==> config.mk <==
export PLATFORM = sky130hd
export DESIGN_NAME = demux_nch_reg_flat
export DESIGN_NICKNAME = d
export VERILOG_FILES = /design/src/rtl/demux_nch_reg_if.sv /design/src/rtl/demux_nch_reg.sv /design/src/flat_wrapper.sv
export SDC_FILE = /design/constraint.sdc
export NUM_CORES = 1
export LEC_CHECK = 0
export ABC_AREA = 1
export ABC_CLOCK_PERIOD_IN_PS = 1700
export CAP_MARGIN = 10
export CORE_MARGIN = 4
export CORE_UTILIZATION = 40
export CTS_CLUSTER_DIAMETER = 150
export DETAILED_ROUTE_END_ITERATION = 8
export PLACE_DENSITY = 0.69
export SLEW_MARGIN = 0
export SYNTH_ARGS = -nofsm -noshare
export SYNTH_HDL_FRONTEND = slang
export SYNTH_SLANG_ARGS = --single-unit
==> constraint.sdc <==
create_clock -name clk -period 1.7 [get_ports clk]
set_input_delay 0.34 -clock clk [delete_from_list [all_inputs] [get_ports clk]]
set_output_delay 0.34 -clock clk [all_outputs]
set_load 0.01 [all_outputs]
==> src/rtl/demux_nch_reg_if.sv <==
// Bundles the producer and consumer sides of the registered 1-to-NUM_CH demultiplexer.
// The slave modport is the demux view; the master modport is the traffic source/sink view.
interface demux_nch_reg_if #(
    parameter int DATA_W = 8,
    parameter int NUM_CH = 4,
    parameter int SEL_W  = 2
);
    logic                     in_valid;
    logic                     in_ready;
    logic [SEL_W-1:0]         in_sel;
    logic                     in_bcast;
    logic [DATA_W-1:0]        in_data;
    logic [NUM_CH-1:0]        out_valid;
    logic [NUM_CH-1:0]        out_ready;
    logic [NUM_CH*DATA_W-1:0] out_data;
    logic                     sel_err;

    modport master (
        output in_valid, in_sel, in_bcast, in_data, out_ready,
        input  in_ready, out_valid, out_data, sel_err
    );

    modport slave (
        input  in_valid, in_sel, in_bcast, in_data, out_ready,
        output in_ready, out_valid, out_data, sel_err
    );
endinterface

==> src/rtl/demux_nch_reg.sv <==
// Registered 1-to-NUM_CH demultiplexer with valid/ready flow control and optional broadcast.
// Each channel owns a one-entry holding register so a stalled consumer only blocks its own lane.
module demux_nch_reg #(
    parameter int DATA_W = 8,
    parameter int NUM_CH = 4,
    parameter int SEL_W  = 2
) (
    input logic            clk,
    input logic            rst,
    demux_nch_reg_if.slave bus
);
    // One extra bit so NUM_CH == 2**SEL_W still compares correctly
    localparam logic [SEL_W:0] NUM_CH_W = (SEL_W + 1)'(NUM_CH);

    logic [NUM_CH-1:0] can_take;
    logic [NUM_CH-1:0] sel_hit;
    logic [NUM_CH-1:0] load;
    logic              sel_legal;
    logic              ready_int;
    logic              accept;
    logic              sel_err_reg;

    assign sel_legal = ({1'b0, bus.in_sel} < NUM_CH_W);

    // Illegal selects are always accepted so a bad beat can never wedge the producer
    always_comb begin
        ready_int = 1'b1;
        if (bus.in_bcast) begin
            ready_int = &can_take;
        end else if (sel_legal) begin
            ready_int = |(sel_hit & can_take);
        end
    end

    assign accept       = bus.in_valid && ready_int;
    assign bus.in_ready = ready_int;
    assign bus.sel_err  = sel_err_reg;

    always_ff @(posedge clk) begin
        if (rst) begin
            sel_err_reg <= 1'b0;
        end else begin
            sel_err_reg <= accept && !bus.in_bcast && !sel_legal;
        end
    end

    for (genvar gi = 0; gi < NUM_CH; gi++) begin : g_ch
        logic              full_reg;
        logic [DATA_W-1:0] data_reg;

        assign can_take[gi] = !full_reg || bus.out_ready[gi];
        assign sel_hit[gi]  = (bus.in_sel == SEL_W'(gi));
        assign load[gi]     = accept && (bus.in_bcast || sel_hit[gi]);

        // Load wins over drain so back-to-back beats stream at full rate
        always_ff @(posedge clk) begin
            if (rst) begin
                full_reg <= 1'b0;
                data_reg <= '0;
            end else if (load[gi]) begin
                full_reg <= 1'b1;
                data_reg <= bus.in_data;
            end else if (bus.out_ready[gi]) begin
                full_reg <= 1'b0;
            end
        end

        assign bus.out_valid[gi]                   = full_reg;
        assign bus.out_data[gi*DATA_W +: DATA_W]   = data_reg;
    end
endmodule

==> src/flat_wrapper.sv <==
// flat-port wrapper written by rule: the top's interface ports become plain ports
module demux_nch_reg_flat 
#(
    parameter int DATA_W = 8,
    parameter int NUM_CH = 4,
    parameter int SEL_W  = 2
)
  (clk, rst, bus_in_valid, bus_in_sel, bus_in_bcast, bus_in_data, bus_out_ready, bus_in_ready, bus_out_valid, bus_out_data, bus_sel_err);
  demux_nch_reg_if #(.DATA_W(DATA_W), .NUM_CH(NUM_CH), .SEL_W(SEL_W)) bus_i ();
  input logic clk;
  input logic rst;
  input wire logic [$bits(bus_i.in_valid)-1:0] bus_in_valid;
  input wire logic [$bits(bus_i.in_sel)-1:0] bus_in_sel;
  input wire logic [$bits(bus_i.in_bcast)-1:0] bus_in_bcast;
  input wire logic [$bits(bus_i.in_data)-1:0] bus_in_data;
  input wire logic [$bits(bus_i.out_ready)-1:0] bus_out_ready;
  output wire logic [$bits(bus_i.in_ready)-1:0] bus_in_ready;
  output wire logic [$bits(bus_i.out_valid)-1:0] bus_out_valid;
  output wire logic [$bits(bus_i.out_data)-1:0] bus_out_data;
  output wire logic [$bits(bus_i.sel_err)-1:0] bus_sel_err;
  assign bus_i.in_valid = bus_in_valid;
  assign bus_i.in_sel = bus_in_sel;
  assign bus_i.in_bcast = bus_in_bcast;
  assign bus_i.in_data = bus_in_data;
  assign bus_i.out_ready = bus_out_ready;
  assign bus_in_ready = bus_i.in_ready;
  assign bus_out_valid = bus_i.out_valid;
  assign bus_out_data = bus_i.out_data;
  assign bus_sel_err = bus_i.sel_err;
  demux_nch_reg #(.DATA_W(DATA_W), .NUM_CH(NUM_CH), .SEL_W(SEL_W)) u_core (.clk(clk), .rst(rst), .bus(bus_i));
endmodule
== After elaboration in Yosys (flattened, before gate mapping) ==
Index checks and enable logic that the tools add are counted.

* Equal/unequal tests: 3
* Mux-type cells: 9
* Bitwise operators: 1
* Reductions and logical operators: 24

{| class="wikitable"
|+ Operators with widths
! operator !! count
|-
| 1-bit two-way mux || 9
|-
| 1-bit logical OR || 8
|-
| 2-bit nonzero test || 4
|-
| 1-bit logical AND || 5
|-
| 4-bit AND || 1
|-
| 2-bit equality test (second input constant) || 2
|-
| 1-bit logical NOT || 4
|-
| 4-bit AND reduction || 1
|-
| 4-bit OR reduction || 1
|-
| 2-bit by 1-bit equality test with 1-bit output (second input constant) || 1
|-
| 2-bit logical NOT || 1
|}

* Register bits after elaboration: 36
* Bits of input ports: 18
* Output and inout bits: 38
* Word-level logic and storage cells: 45

== Depth between registers and ports, before layout ==
Gate-level depths: netlist of run 1.

* Depth in word-level cells: 8
* Gate-level depth with buffers: 10
* Depth with buffers taken out: 10

== Worst setup path before layout of run 1 ==
OpenSTA, ideal clock, no wires.

* Path kind: input to output
* Start: in bus_in_sel[0]
* End: out bus_in_ready
* Arrival: 1013 ps
* Data required time: 1360 ps
* Slack: 347 ps
* Stages: 7
* Path buffers: 2
* Cells stage by stage: buf_6 nor2_2 nand2_1 nand3_2 nand2_4 nand2_8 buf_6

* Word-level cells in the longest chain between the ends: 4
* Elaborated cells between the ends (all ways): 7
* Those cells by class: eq/ne (3); mux (1); bitwise (1); reduce/logical (2)

{| class="wikitable"
|+ RTL lines
! element !! line !! source
|-
| from (decl) || flat_wrapper.sv:13 || <nowiki>input wire logic [$bits(bus_i.in_sel)-1:0] bus_in_sel;</nowiki>
|-
| 2-bit by 1-bit equality test with 1-bit output, or another cell as far along || demux_nch_reg.sv:52 || <nowiki>assign sel_hit[gi] = (bus.in_sel == SEL_W'(gi));</nowiki>
|-
| 4-bit AND (*) || demux_nch_reg.sv:31 || <nowiki>ready_int = |(sel_hit & can_take);</nowiki>
|-
| 4-bit OR reduction (*) || demux_nch_reg.sv:31 ||
|-
| 1-bit two-way mux (*) || demux_nch_reg.sv:28 || <nowiki>if (bus.in_bcast) begin</nowiki>
|-
| to (decl) || flat_wrapper.sv:17 || <nowiki>output wire logic [$bits(bus_i.in_ready)-1:0] bus_in_ready;</nowiki>
|}

Mark *: on every way between the ends. The rest lies on a longest branch, timed or not.

== Worst setup path in the final report of run 1 ==
* Start: in bus_out_ready[2]
* End: out bus_in_ready

* Word-level cells in the longest chain between the ends: 4
* Elaborated cells between the ends (all ways): 5
* Those cells by class: mux (1); bitwise (1); reduce/logical (3)

{| class="wikitable"
|+ RTL lines
! element !! line !! source
|-
| from (decl) || flat_wrapper.sv:16 || <nowiki>input wire logic [$bits(bus_i.out_ready)-1:0] bus_out_ready;</nowiki>
|-
| 1-bit logical OR (*) || demux_nch_reg.sv:51 || <nowiki>assign can_take[gi] = !full_reg || bus.out_ready[gi];</nowiki>
|-
| 4-bit AND || demux_nch_reg.sv:31 ||
|-
| 4-bit OR reduction || demux_nch_reg.sv:31 ||
|-
| 1-bit two-way mux (*) || demux_nch_reg.sv:28 ||
|}

Marks and branches as above.

==> results of run 1 <==
## final cells by class
| class | count | share of cell area, % |
|---|---|---|
| Multi-Input combinational cell | 157 | 29.68 |
| Timing Repair Buffer | 74 | 26.85 |
| Sequential cell | 36 | 26.22 |
| Inverter | 80 | 10.92 |
| Clock buffer | 8 | 3.277 |
| Tap cell | 67 | 3.050 |
## worst register-to-register path: cells and delay by family (launching register included)
| family | cells | cell delay, ps |
|---|---|---|
| and+or+nand+nor | 7 | 590 |
| DFF | 1 | 320 |
| AOI/OAI and AO/OA | 1 | 130 |
| buffers and inverters | 2 | 330 |
## how the worst min path moves through the flow
| stage | start | end |
|---|---|---|
| floorplan | rst | u_core.g_ch[0].full_reg$_SDFFE_PP0P_ |
| global placement | u_core.g_ch[0].data_reg[6]$_SDFFE_PP0P_ | u_core.g_ch[0].data_reg[6]$_SDFFE_PP0P_ |
| detailed placement | u_core.g_ch[0].data_reg[3]$_SDFFE_PP0P_ | u_core.g_ch[0].data_reg[3]$_SDFFE_PP0P_ |
| CTS | u_core.g_ch[0].data_reg[3]$_SDFFE_PP0P_ | u_core.g_ch[0].data_reg[3]$_SDFFE_PP0P_ |
| global route | u_core.g_ch[0].data_reg[6]$_SDFFE_PP0P_ | u_core.g_ch[0].data_reg[6]$_SDFFE_PP0P_ |
| finish | u_core.g_ch[0].data_reg[3]$_SDFFE_PP0P_ | u_core.g_ch[0].data_reg[3]$_SDFFE_PP0P_ |
## where the power goes
part           leakage [nW]  internal [mW]  switching (mW)
combinational          1.03          0.318           0.328
clock                0.0455          0.330           0.292
sequential            0.296          0.915          0.0359
total                  1.37           1.56           0.656
## kinds of logic after synthesis
family / after synthesis / synth area share, %
AND/OR/NAND/NOR: 147 / 37.81
buffers and inverters: 97 / 21.67
flip-flops: 36 / 37.04
AO/OA/AOI/OAI: 9 / 3.280
other: 1 / 0.1927
## cell usage in the layout (no fill, tap or decap)
cell type / instances
inv_1: 77
nand2_1: 66
clkdlybuf4s50_1: 47
dfxtp_1: 36
nand4_1: 32
nor2_1: 32
buf_4: 16
nand2_2: 6
clkbuf_8: 6
o21ai_2: 5
dlygate4sd2_1: 5
nand3_4: 4
a21oi_1: 4
buf_12: 4
inv_2: 3
nand3_2: 3
clkbuf_1: 2
nand3_1: 1
nor2_2: 1
nand2_4: 1
nand2_8: 1
conb_1: 1
dlymetal6s2s_1: 1
buf_6: 1
## what timing repair did
item / in CTS / in global routing
setup buffers: 2 / 0
pin swaps: 3 / 0
resized for setup: 16 / 3
setup endpoints to repair: 37 / 25
## through the flow
stage	cell area [µm²]	hold WS, ps	setup slack, ps
floorplan	1946	409.1	347.4
global placement	2621	496.4	-465.9
detailed placement	2621	497.5	-486.5
CTS	2738	511.0	24.87
global route	2749	544.3	80.61
finish	2749	508.0	138.2
## per-layer routing
layer / global-route usage [%] / routed length (µm)
met4: 6.584 / 97
met2: 26.46 / 2177
met1: 20.11 / 2049
met3: 4.524 / 299
met5: 0 / 0
==> results.tsv, run 1 <==
stage	metric	value	unit
outcome	outcome	finished, final reports clean	
power_and_ir_drop	leakagePower	1.372	nW
clocking	cts_buffer_depth	2	
setup_path	critPathKind	primary input to primary output	
setup_path	rr_startpoint	u_core.g_ch[1].full_reg$_SDFFE_PP0P_	
floorplan	chipWidth	77.74	µm
synthesis	synth-edff-count	0	
clocking	cts.sinks	36	
setup_path	crit_required	1360	ps
setup_path	crit_path_top_delay_cell	clkdlybuf4s50_1	
placed_design	dp_cells	412	
synthesis	ys_top_cells_by_area	dfxtp_1 37%, inv_1 15%, nand2_1 14%, nand4_1 10%, nor2_1 6.2%	
clocking	cts.hold.buffers_added	0	
power_and_ir_drop	ir_drop	0.3975	mV
synthesis	synth.distinct_cells	21	
hold_path	hold_class	register to register	
setup_path	cp_max_fo	2	
drt	drtIter0Drc	120	
setup_path	r2r_cells	10	
drt	drtPass1Iterations	4	
drt	routedWlPerCell	10.95	µm
timing	rsz0062_at_grt	false	
finish	multi_input_area	815.8	µm²
clocking	cts_tree	built	
timing	finalHoldViolations	0	
global_route	antenna_found_initial	0	
setup_path	arrival	1220	ps
global_route	grt_pass1_vias	1676	
synthesis	syn_inst	290	
drt	ant_nets	0	
finish	antenna_cells	0	
setup_path	slowest_delay	450	ps
floorplan	dieArea	6044	µm²
synthesis	yosysMostFrequentCell	inv_1	
synthesis	synth_top_area_share	37.04	%
floorplan	rows	25	
synthesis	ys_seq_area_share	37.04	%
synthesis	ys.flop_type	dfxtp_1	
global_route	track_usage	16.25	%
floorplan	core_area	4723	µm²
synthesis	synthesis.nets	308	
setup_path	worst-path-buf-inv	3	
clocking	h-tree-depth	2	
power_and_ir_drop	power_density	807.4	nW/µm²
drt	routed_wl	4.623	mm
synthesis	async_flop_share	0	%
synthesis	ys_ff_latch	36	
synthesis	netlist_top_cells_count	77 x inv_1, 71 x nand2_1, 36 x dfxtp_1	
placed_design	gp_congestion	0.7730	
timing	tns	0	ps
synthesis	yosysWarnings	0	
global_route	grt_pass1_wl	7.755	mm
finish	n_fill_cell	449	
drt	route.vias.total	1854	
setup_path	endpoint_kind	primary output	
placed_design	io_buffers	54	
drt	viasPerCell	4.393	
setup_path	path_depth	6	
clocking	clock_latency	290	ps
timing	finalCritPeriodShare	91.87	%
setup_path	worstSetupEndpoint	bus_in_ready	
finish	fin_cells	422	
clocking	clkTransAtPathRegs	70	ps
synthesis	yosys.area.top_type	dfxtp_1	
finish	seqCellArea	720.7	µm²
run	maxCapViolCount	0	
clocking	cts-root-buf	clkbuf_8	
setup_path	cp-startpoint	bus_out_ready[2]	
finish	largest_register_ffs	32	
synthesis	syn_area_per_cell	6.709	µm²
setup_path	crit_family	buffers and inverters	
setup_path	start_kind	primary input	
setup_path	reg2reg_slack	250	ps
floorplan	io_pins	56	
finish	drive_gt1_share	14.37	%
floorplan	start_util	41.19	%
timing	setup_violations	0	
clocking	cts_buffers	5	
finish	finalCoreUtilization	58.20	%
hold_path	hold_depth	4	
timing	fmax	640.3	MHz
power_and_ir_drop	finalPower	2.219	mW
timing	final.min_clock_period	1562	ps
drt	drc	0	
setup_path	reg2reg_to	u_core.g_ch[2].data_reg[7]$_SDFFE_PP0P_	
timing	slew_viol_final	0	
synthesis	synth.cell_area	1946	µm²
finish	syn_to_final_growth	41.29	%
timing	worst_clock_skew	4.059	ps
finish	fin_nets	372	
floorplan	die_h	77.74	µm
global_route	grt-ovfl-total	0	
setup_path	path_cells	clkdlybuf4s50_1, inv_1, nand2_1, nand2_2, nand2_8, buf_6	
global_route	grt_max_degree	37	
placed_design	dpl.hpwl	3.307	mm
(Power assumes the default switching activity.)
==> inputs of run 2 (changes only) <==
Settings changed: ABC_CLOCK_PERIOD_IN_PS 1700 to unset.
==> results of run 2 <==
Final layout, timing and power as in run 1 (identical DEF).
